[src/rtl/lsu_dmem_unit.sv]
// lsu_dmem_unit: MEM-stage load/store unit for the rv32i pipeline.
// Runs a req/ready/rvalid handshake with data memory, formats load data
// and holds the pipeline while an access is outstanding.
// Optional build macro: LSU_TIMEOUT_EN adds a wait counter that aborts an
// access after TIMEOUT_CYCLES cycles without a memory response.
module lsu_dmem_unit #(
    parameter int unsigned TIMEOUT_CYCLES = 255
) (
    input  logic        clk,
    input  logic        rst_n,
    input  logic        ex_valid,
    input  logic        mem_read,
    input  logic        mem_write,
    input  logic [2:0]  funct3,
    input  logic [31:0] addr,
    input  logic [31:0] store_data,
    output logic        lsu_stall,
    output logic [31:0] load_data,
    output logic        load_valid,
    output logic        store_done,
    output logic        access_fault,
    output logic        dmem_req,
    output logic        dmem_we,
    output logic [31:0] dmem_addr,
    output logic [31:0] dmem_wdata,
    output logic [3:0]  dmem_be,
    input  logic        dmem_ready,
    input  logic        dmem_rvalid,
    input  logic [31:0] dmem_rdata
);

    typedef enum logic [1:0] {
        IDLE,
        REQ,
        RESP,
        DONE
    } state_e;

    state_e      state_q, state_d;

    logic        dmemReq_q, dmemReq_d;
    logic        dmemWe_q, dmemWe_d;
    logic [31:0] dmemAddr_q, dmemAddr_d;
    logic [31:0] dmemWdata_q, dmemWdata_d;
    logic [3:0]  dmemBe_q, dmemBe_d;
    logic [2:0]  funct3_q, funct3_d;
    logic [1:0]  offset_q, offset_d;
    logic        isStore_q, isStore_d;
    logic [31:0] loadData_q, loadData_d;
    logic        loadValid_q, loadValid_d;
    logic        storeDone_q, storeDone_d;
    logic        accessFault_q, accessFault_d;

    logic        start;
    logic        isStore;
    logic        illegal;
    logic [3:0]  beReq;
    logic [31:0] wdataReq;
    logic [7:0]  selByte;
    logic [15:0] selHalf;
    logic [31:0] fmtData;
    logic        timeoutHit;

    // The parameter only makes sense as an 8-bit non-zero limit.
    if (TIMEOUT_CYCLES < 1 || TIMEOUT_CYCLES > 255) begin : g_timeoutRange
        $error("lsu_dmem_unit: TIMEOUT_CYCLES must be in 1..255");
    end

    // A write-only request is a store; read+write together counts as a load.
    assign isStore = mem_write & ~mem_read;
    assign start   = (state_q == IDLE) & ex_valid & (mem_read | mem_write);

    // Alignment and encoding legality of the incoming request.
    always_comb begin
        illegal = 1'b0;
        case (funct3)
            3'b000:  illegal = 1'b0;
            3'b001:  illegal = addr[0];
            3'b010:  illegal = (addr[1:0] != 2'b00);
            3'b100:  illegal = isStore;
            3'b101:  illegal = isStore | addr[0];
            default: illegal = 1'b1;
        endcase
    end

    // Byte enables and lane-replicated write data for the incoming request.
    always_comb begin
        beReq    = 4'b1111;
        wdataReq = store_data;
        case (funct3[1:0])
            2'b00: begin
                beReq    = 4'b0001 << addr[1:0];
                wdataReq = {4{store_data[7:0]}};
            end
            2'b01: begin
                beReq    = 4'b0011 << {addr[1], 1'b0};
                wdataReq = {2{store_data[15:0]}};
            end
            default: begin
                beReq    = 4'b1111;
                wdataReq = store_data;
            end
        endcase
    end

    // Pick the addressed byte/half of the returned word and extend it.
    always_comb begin
        selByte = dmem_rdata[7:0];
        case (offset_q)
            2'd0: selByte = dmem_rdata[7:0];
            2'd1: selByte = dmem_rdata[15:8];
            2'd2: selByte = dmem_rdata[23:16];
            2'd3: selByte = dmem_rdata[31:24];
            default: selByte = dmem_rdata[7:0];
        endcase
        selHalf = offset_q[1] ? dmem_rdata[31:16] : dmem_rdata[15:0];
        case (funct3_q)
            3'b000:  fmtData = {{24{selByte[7]}}, selByte};
            3'b001:  fmtData = {{16{selHalf[15]}}, selHalf};
            3'b100:  fmtData = {24'h0, selByte};
            3'b101:  fmtData = {16'h0, selHalf};
            default: fmtData = dmem_rdata;
        endcase
    end

`ifdef LSU_TIMEOUT_EN
    localparam logic [7:0] TimeoutLast = 8'(TIMEOUT_CYCLES - 1);

    logic [7:0] waitCnt_q, waitCnt_d;
    logic       waiting;

    assign waiting    = ((state_q == REQ) & ~dmem_ready) | ((state_q == RESP) & ~dmem_rvalid);
    assign timeoutHit = waiting & (waitCnt_q == TimeoutLast);

    // Count waiting cycles; restart whenever REQ or RESP is freshly entered.
    always_comb begin
        waitCnt_d = waitCnt_q;
        if (start | ((state_q == REQ) & dmem_ready)) begin
            waitCnt_d = 8'd0;
        end else if (waiting) begin
            waitCnt_d = waitCnt_q + 8'd1;
        end
    end

    // Wait counter register.
    always_ff @(posedge clk or negedge rst_n) begin
        if (!rst_n) begin
            waitCnt_q <= 8'd0;
        end else begin
            waitCnt_q <= waitCnt_d;
        end
    end
`else
    assign timeoutHit = 1'b0;
`endif

    // Next-state and registered-output logic of the access FSM.
    always_comb begin
        state_d       = state_q;
        dmemReq_d     = dmemReq_q;
        dmemWe_d      = dmemWe_q;
        dmemAddr_d    = dmemAddr_q;
        dmemWdata_d   = dmemWdata_q;
        dmemBe_d      = dmemBe_q;
        funct3_d      = funct3_q;
        offset_d      = offset_q;
        isStore_d     = isStore_q;
        loadData_d    = loadData_q;
        loadValid_d   = 1'b0;
        storeDone_d   = 1'b0;
        accessFault_d = 1'b0;
        case (state_q)
            IDLE: begin
                if (start) begin
                    if (illegal) begin
                        state_d       = DONE;
                        accessFault_d = 1'b1;
                        loadData_d    = 32'h0;
                    end else begin
                        state_d     = REQ;
                        dmemReq_d   = 1'b1;
                        dmemWe_d    = isStore;
                        dmemAddr_d  = {addr[31:2], 2'b00};
                        dmemWdata_d = isStore ? wdataReq : 32'h0;
                        dmemBe_d    = beReq;
                        funct3_d    = funct3;
                        offset_d    = addr[1:0];
                        isStore_d   = isStore;
                    end
                end
            end
            REQ: begin
                if (dmem_ready) begin
                    dmemReq_d = 1'b0;
                    if (isStore_q) begin
                        state_d     = DONE;
                        storeDone_d = 1'b1;
                    end else if (dmem_rvalid) begin
                        state_d     = DONE;
                        loadData_d  = fmtData;
                        loadValid_d = 1'b1;
                    end else begin
                        state_d = RESP;
                    end
                end else if (timeoutHit) begin
                    dmemReq_d     = 1'b0;
                    state_d       = DONE;
                    accessFault_d = 1'b1;
                    loadData_d    = 32'h0;
                end
            end
            RESP: begin
                if (dmem_rvalid) begin
                    state_d     = DONE;
                    loadData_d  = fmtData;
                    loadValid_d = 1'b1;
                end else if (timeoutHit) begin
                    state_d       = DONE;
                    accessFault_d = 1'b1;
                    loadData_d    = 32'h0;
                end
            end
            DONE: begin
                state_d = IDLE;
            end
            default: begin
                state_d = IDLE;
            end
        endcase
    end

    // State and registered outputs; reset clears everything at once.
    always_ff @(posedge clk or negedge rst_n) begin
        if (!rst_n) begin
            state_q       <= IDLE;
            dmemReq_q     <= 1'b0;
            dmemWe_q      <= 1'b0;
            dmemAddr_q    <= 32'h0;
            dmemWdata_q   <= 32'h0;
            dmemBe_q      <= 4'h0;
            funct3_q      <= 3'b000;
            offset_q      <= 2'b00;
            isStore_q     <= 1'b0;
            loadData_q    <= 32'h0;
            loadValid_q   <= 1'b0;
            storeDone_q   <= 1'b0;
            accessFault_q <= 1'b0;
        end else begin
            state_q       <= state_d;
            dmemReq_q     <= dmemReq_d;
            dmemWe_q      <= dmemWe_d;
            dmemAddr_q    <= dmemAddr_d;
            dmemWdata_q   <= dmemWdata_d;
            dmemBe_q      <= dmemBe_d;
            funct3_q      <= funct3_d;
            offset_q      <= offset_d;
            isStore_q     <= isStore_d;
            loadData_q    <= loadData_d;
            loadValid_q   <= loadValid_d;
            storeDone_q   <= storeDone_d;
            accessFault_q <= accessFault_d;
        end
    end

    assign lsu_stall    = start | (state_q == REQ) | (state_q == RESP);
    assign load_data    = loadData_q;
    assign load_valid   = loadValid_q;
    assign store_done   = storeDone_q;
    assign access_fault = accessFault_q;
    assign dmem_req     = dmemReq_q;
    assign dmem_we      = dmemWe_q;
    assign dmem_addr    = dmemAddr_q;
    assign dmem_wdata   = dmemWdata_q;
    assign dmem_be      = dmemBe_q;

endmodule

[config.mk]
export PLATFORM = sky130hd
export DESIGN_NAME = lsu_dmem_unit
export DESIGN_NICKNAME = d
export VERILOG_FILES = /design/src/rtl/lsu_dmem_unit.sv
export SDC_FILE = /design/constraint.sdc
export NUM_CORES = 1
export LEC_CHECK = 0
export CORE_ASPECT_RATIO = 0.8
export CORE_MARGIN = 2
export CORE_UTILIZATION = 30
export DETAILED_ROUTE_END_ITERATION = 7
export GPL_TIMING_DRIVEN = 1
export HOLD_SLACK_MARGIN = 0.06
export SETUP_SLACK_MARGIN = 0.02
export SLEW_MARGIN = 15
export SYNTH_ARGS = -nofsm -noshare
export SYNTH_HDL_FRONTEND = slang
export SYNTH_SLANG_ARGS = --single-unit
[constraint.sdc]
create_clock -name clk -period 3.1 [get_ports clk]
set_input_delay 0.775 -clock clk [delete_from_list [all_inputs] [get_ports clk]]
set_output_delay 0.775 -clock clk [all_outputs]
set_load 0.01 [all_outputs]
==> impl_metrics.toml <==
[status]
status = "finished, final reports clean"

[routing]
routed_via_density = 4.70
met2WireLength_mm = 6.82
detail_route.wl_per_cell_um = 16.8
wirelength_met1_mm = 7.12
detailroute.via_count = 4297
route.detailed.drc = 0
drt_first_pass_iters = 4
topRoutingLayerUsed = "met4"
drtAntennaViolNets = 0
totalWireLength_mm = 15.4
met3WireLength_mm = 1.30
drt-initial-drc-count = 270

[floorplan]
top_level_ports = 212
chipHeight_um = 123
initial_core_util_pct = 30.6
full_die_area_mm2 = 0.0188
row_count = 43
placeableCoreArea_mm2 = 0.0173
fp.dieW_um = 153

[synthesis]
synthesis.yosys.warnings = 0
syn-cell-area_mm2 = 0.00531
synthesis.area_per_instance_um2 = 11.1
ys_ff_latch = 110
postSynth.asyncResetShare_pct = 100
synth.distinct_cells = 37
sequential_area_share_after_synthesis_pct = 51.9
synth_flop_cell = "dfrtp_1"
synth_enable_flop_cells = 0
postSynthCellCount = 477

[global_routing]
maximum_number_of_pins_on_one_net_before_global_route_repair = 61
grt_pass1_vias = 4508
grt_antenna_before_repair = 1
grt_remaining_overflow = 0
first_pass_grt_wire_length_mm = 24.3
global_route_usage_over_all_layers_pct = 16.4

[setup_path]
critical_path.reg2reg.startpoint = "offset_q[1]"
path_buf_inv = 2
start_kind = "primary input"
critical_path_peak_fanout = 2
worst_path_dominant_cell_family = "buffers and inverters"
slowest_stage = "clkdlybuf4s50_1"
cp_data_arrival_time_ps = 1980
startpoint_of_the_worst_setup_timing_path = "mem_write"
path_class = "primary input to output port"
worst_r2r_endpoint = "load_data[13]"
reg_to_reg_setup_timing_slack_ps = 830
slowest_stage_delay_on_critical_path_ps = 430
crit_chain = "clkdlybuf4s50_1 > o211a_1 > or3_1 > dlymetal6s2s_1"
cp.depth = 4
cp-end-kind = "output port"
r2r_cells = 5
worstPathRequired_ps = 2320

[power]
power.density_cell_area_mw_per_mm2 = 915
max-vdd-ir-drop_mv = 0.376
power.leakage_nw = 3.47

[run]
cap_violations = 0

[placed_design]
gp_congestion = 0.804
numPortBuffers = 209
placed_cells = 898
dpl_cell_area_mm2 = 0.00772
detailedPlacementHpwl_mm = 11.5

[sta]
timing.final.setup_violations = 0
rsz0062_at_grt = "no"
final.min_clock_period_ps = 2750
finalSetupTns_ps = 0
slew_headroom_pct = 38.3
report.final.hold_viol_count = 0
finClkSkew_ps = 8.50
period_share_pct = 88.8
worst_pin_slew_ps = 922
final_report_max_slew_violation_count = 0
max_freq_mhz = 363

[finish]
finalCoreUtilization_pct = 46.3
most_frequent_cells_in_the_layout = "207 x clkdlybuf4s50_1, 110 x dfrtp_1, 74 x mux2_2, 44 x nand2_1, 40 x o21ai_0"
layout_commonest_cell = "clkdlybuf4s50_1"
design_area_mm2 = 0.00801
fin_nets = 795
antennaDiodeCount = 0
fraction_of_layout_instances_using_a_drive_strength_above_1_pct = 16.7
area_growth_syn_to_layout_pct = 51.1
instances_no_fill = 914

[clock_network]
cts_buffer_depth = 2
htree_num_levels = 3
clkTransAtPathRegs_ps = 80
cts_tree = "done"
number_of_buffers_inserted_during_clock_tree_synthesis = 9
cts_root_buffer = "clkbuf_16"
worstSkewPairLatency_ps = 360
tritoncts_num_sinks = 110
post-cts-setup-buffers = 0

[hold_path]
worstHoldPathType = "primary input to async pin"
==> where the power goes <==
group | switching, mW | internal [mW] | total [mW]
Combinational | 1.73 | 2.08 | 3.81
Clock | 0.571 | 0.582 | 1.15
Sequential | 0.363 | 2.01 | 2.37
Total | 2.67 | 4.67 | 7.34
==> layer usage <==
| layer | vias to the layer above | global-route usage (%) |
|---|---|---|
| li1 | 2091 | - |
| met5 | - | 0 |
| met1 | 2059 | 22.3 |
| met3 | 8 | 6.34 |
| met2 | 139 | 24.4 |
| met4 | 0 | 4.40 |
==> final cells by class <==
type / instances / area (um2)
timing repair buffer: 226 / 2260
sequential: 110 / 2750
clock buffer: 10 / 239
clock inverter: 6 / 55.1
tap: 225 / 282
fill: 1579 / 9310
inverter: 17 / 63.8
multi-input combinational: 320 / 2360
==> cell usage after synthesis, types with 2 or more instances <==
cell type,n,share of area (%)
a21oi_1,26,2.5
a22o_1,8,1.3
buf_1,3,0.21
buf_2,6,0.57
buf_4,4,0.57
clkbuf_1,18,1.3
dfrtp_1,110,52
ha_1,5,1.2
inv_1,17,1.2
mux2_2,74,16
mux2i_1,34,6.4
nand2_1,44,3.1
nand2b_1,10,1.2
nor2_1,28,2.0
nor4_2,2,0.47
o211a_1,2,0.38
o21ai_0,40,3.8
o21ai_1,20,1.9
o221ai_1,8,1.3
==> flip-flops by register name, indices dropped and copies added, names as in the netlist <==
name,cells
access_fault,1
dmem_addr,30
isStore_q,1
dmem_be,4
load_data,32
dmem_wdata,32
funct3_q,3
state_q,2
store_done,1
offset_q,2
load_valid,1
dmem_req,1
==> worst max-delay path by stage <==
stage                    end  slack, ps
2_1_floorplan  load_data[10]        870
3_3_place_gp       lsu_stall         30
3_5_place_dp       lsu_stall         40
4_1_cts            lsu_stall         30
5_1_grt            lsu_stall        340
6_report           lsu_stall        350
==> kinds of logic (layout without fill, tap and decap cells) <==
family,after synthesis,after routing,synth area share (%)
multiplexers,108,108,22.1
buffers and inverters,48,259,3.82
flip-flops,110,110,51.9
AO/OA/AOI/OAI,111,111,12.9
other,1,2,0.0707
adder cells (fa/ha/maj),5,5,1.18
AND/OR/NAND/NOR,94,94,8.04
==> metrics by stage <==
step	power, mW	setup slack (ps)	hold slack (ps)
finish	7.34	347	429
global placement	6.14	30.7	466
CTS	7.44	34.0	451
floorplan	4.44	865	479
global route	7.86	338	461
detailed placement	6.24	37.0	474
==> repair_timing <==
item	4_1_cts	5_1_grt
hold buffers	0	0
endpoints found under the setup margin	0	1
resized for setup	0	1
Power figures use the tool's default switching activity.
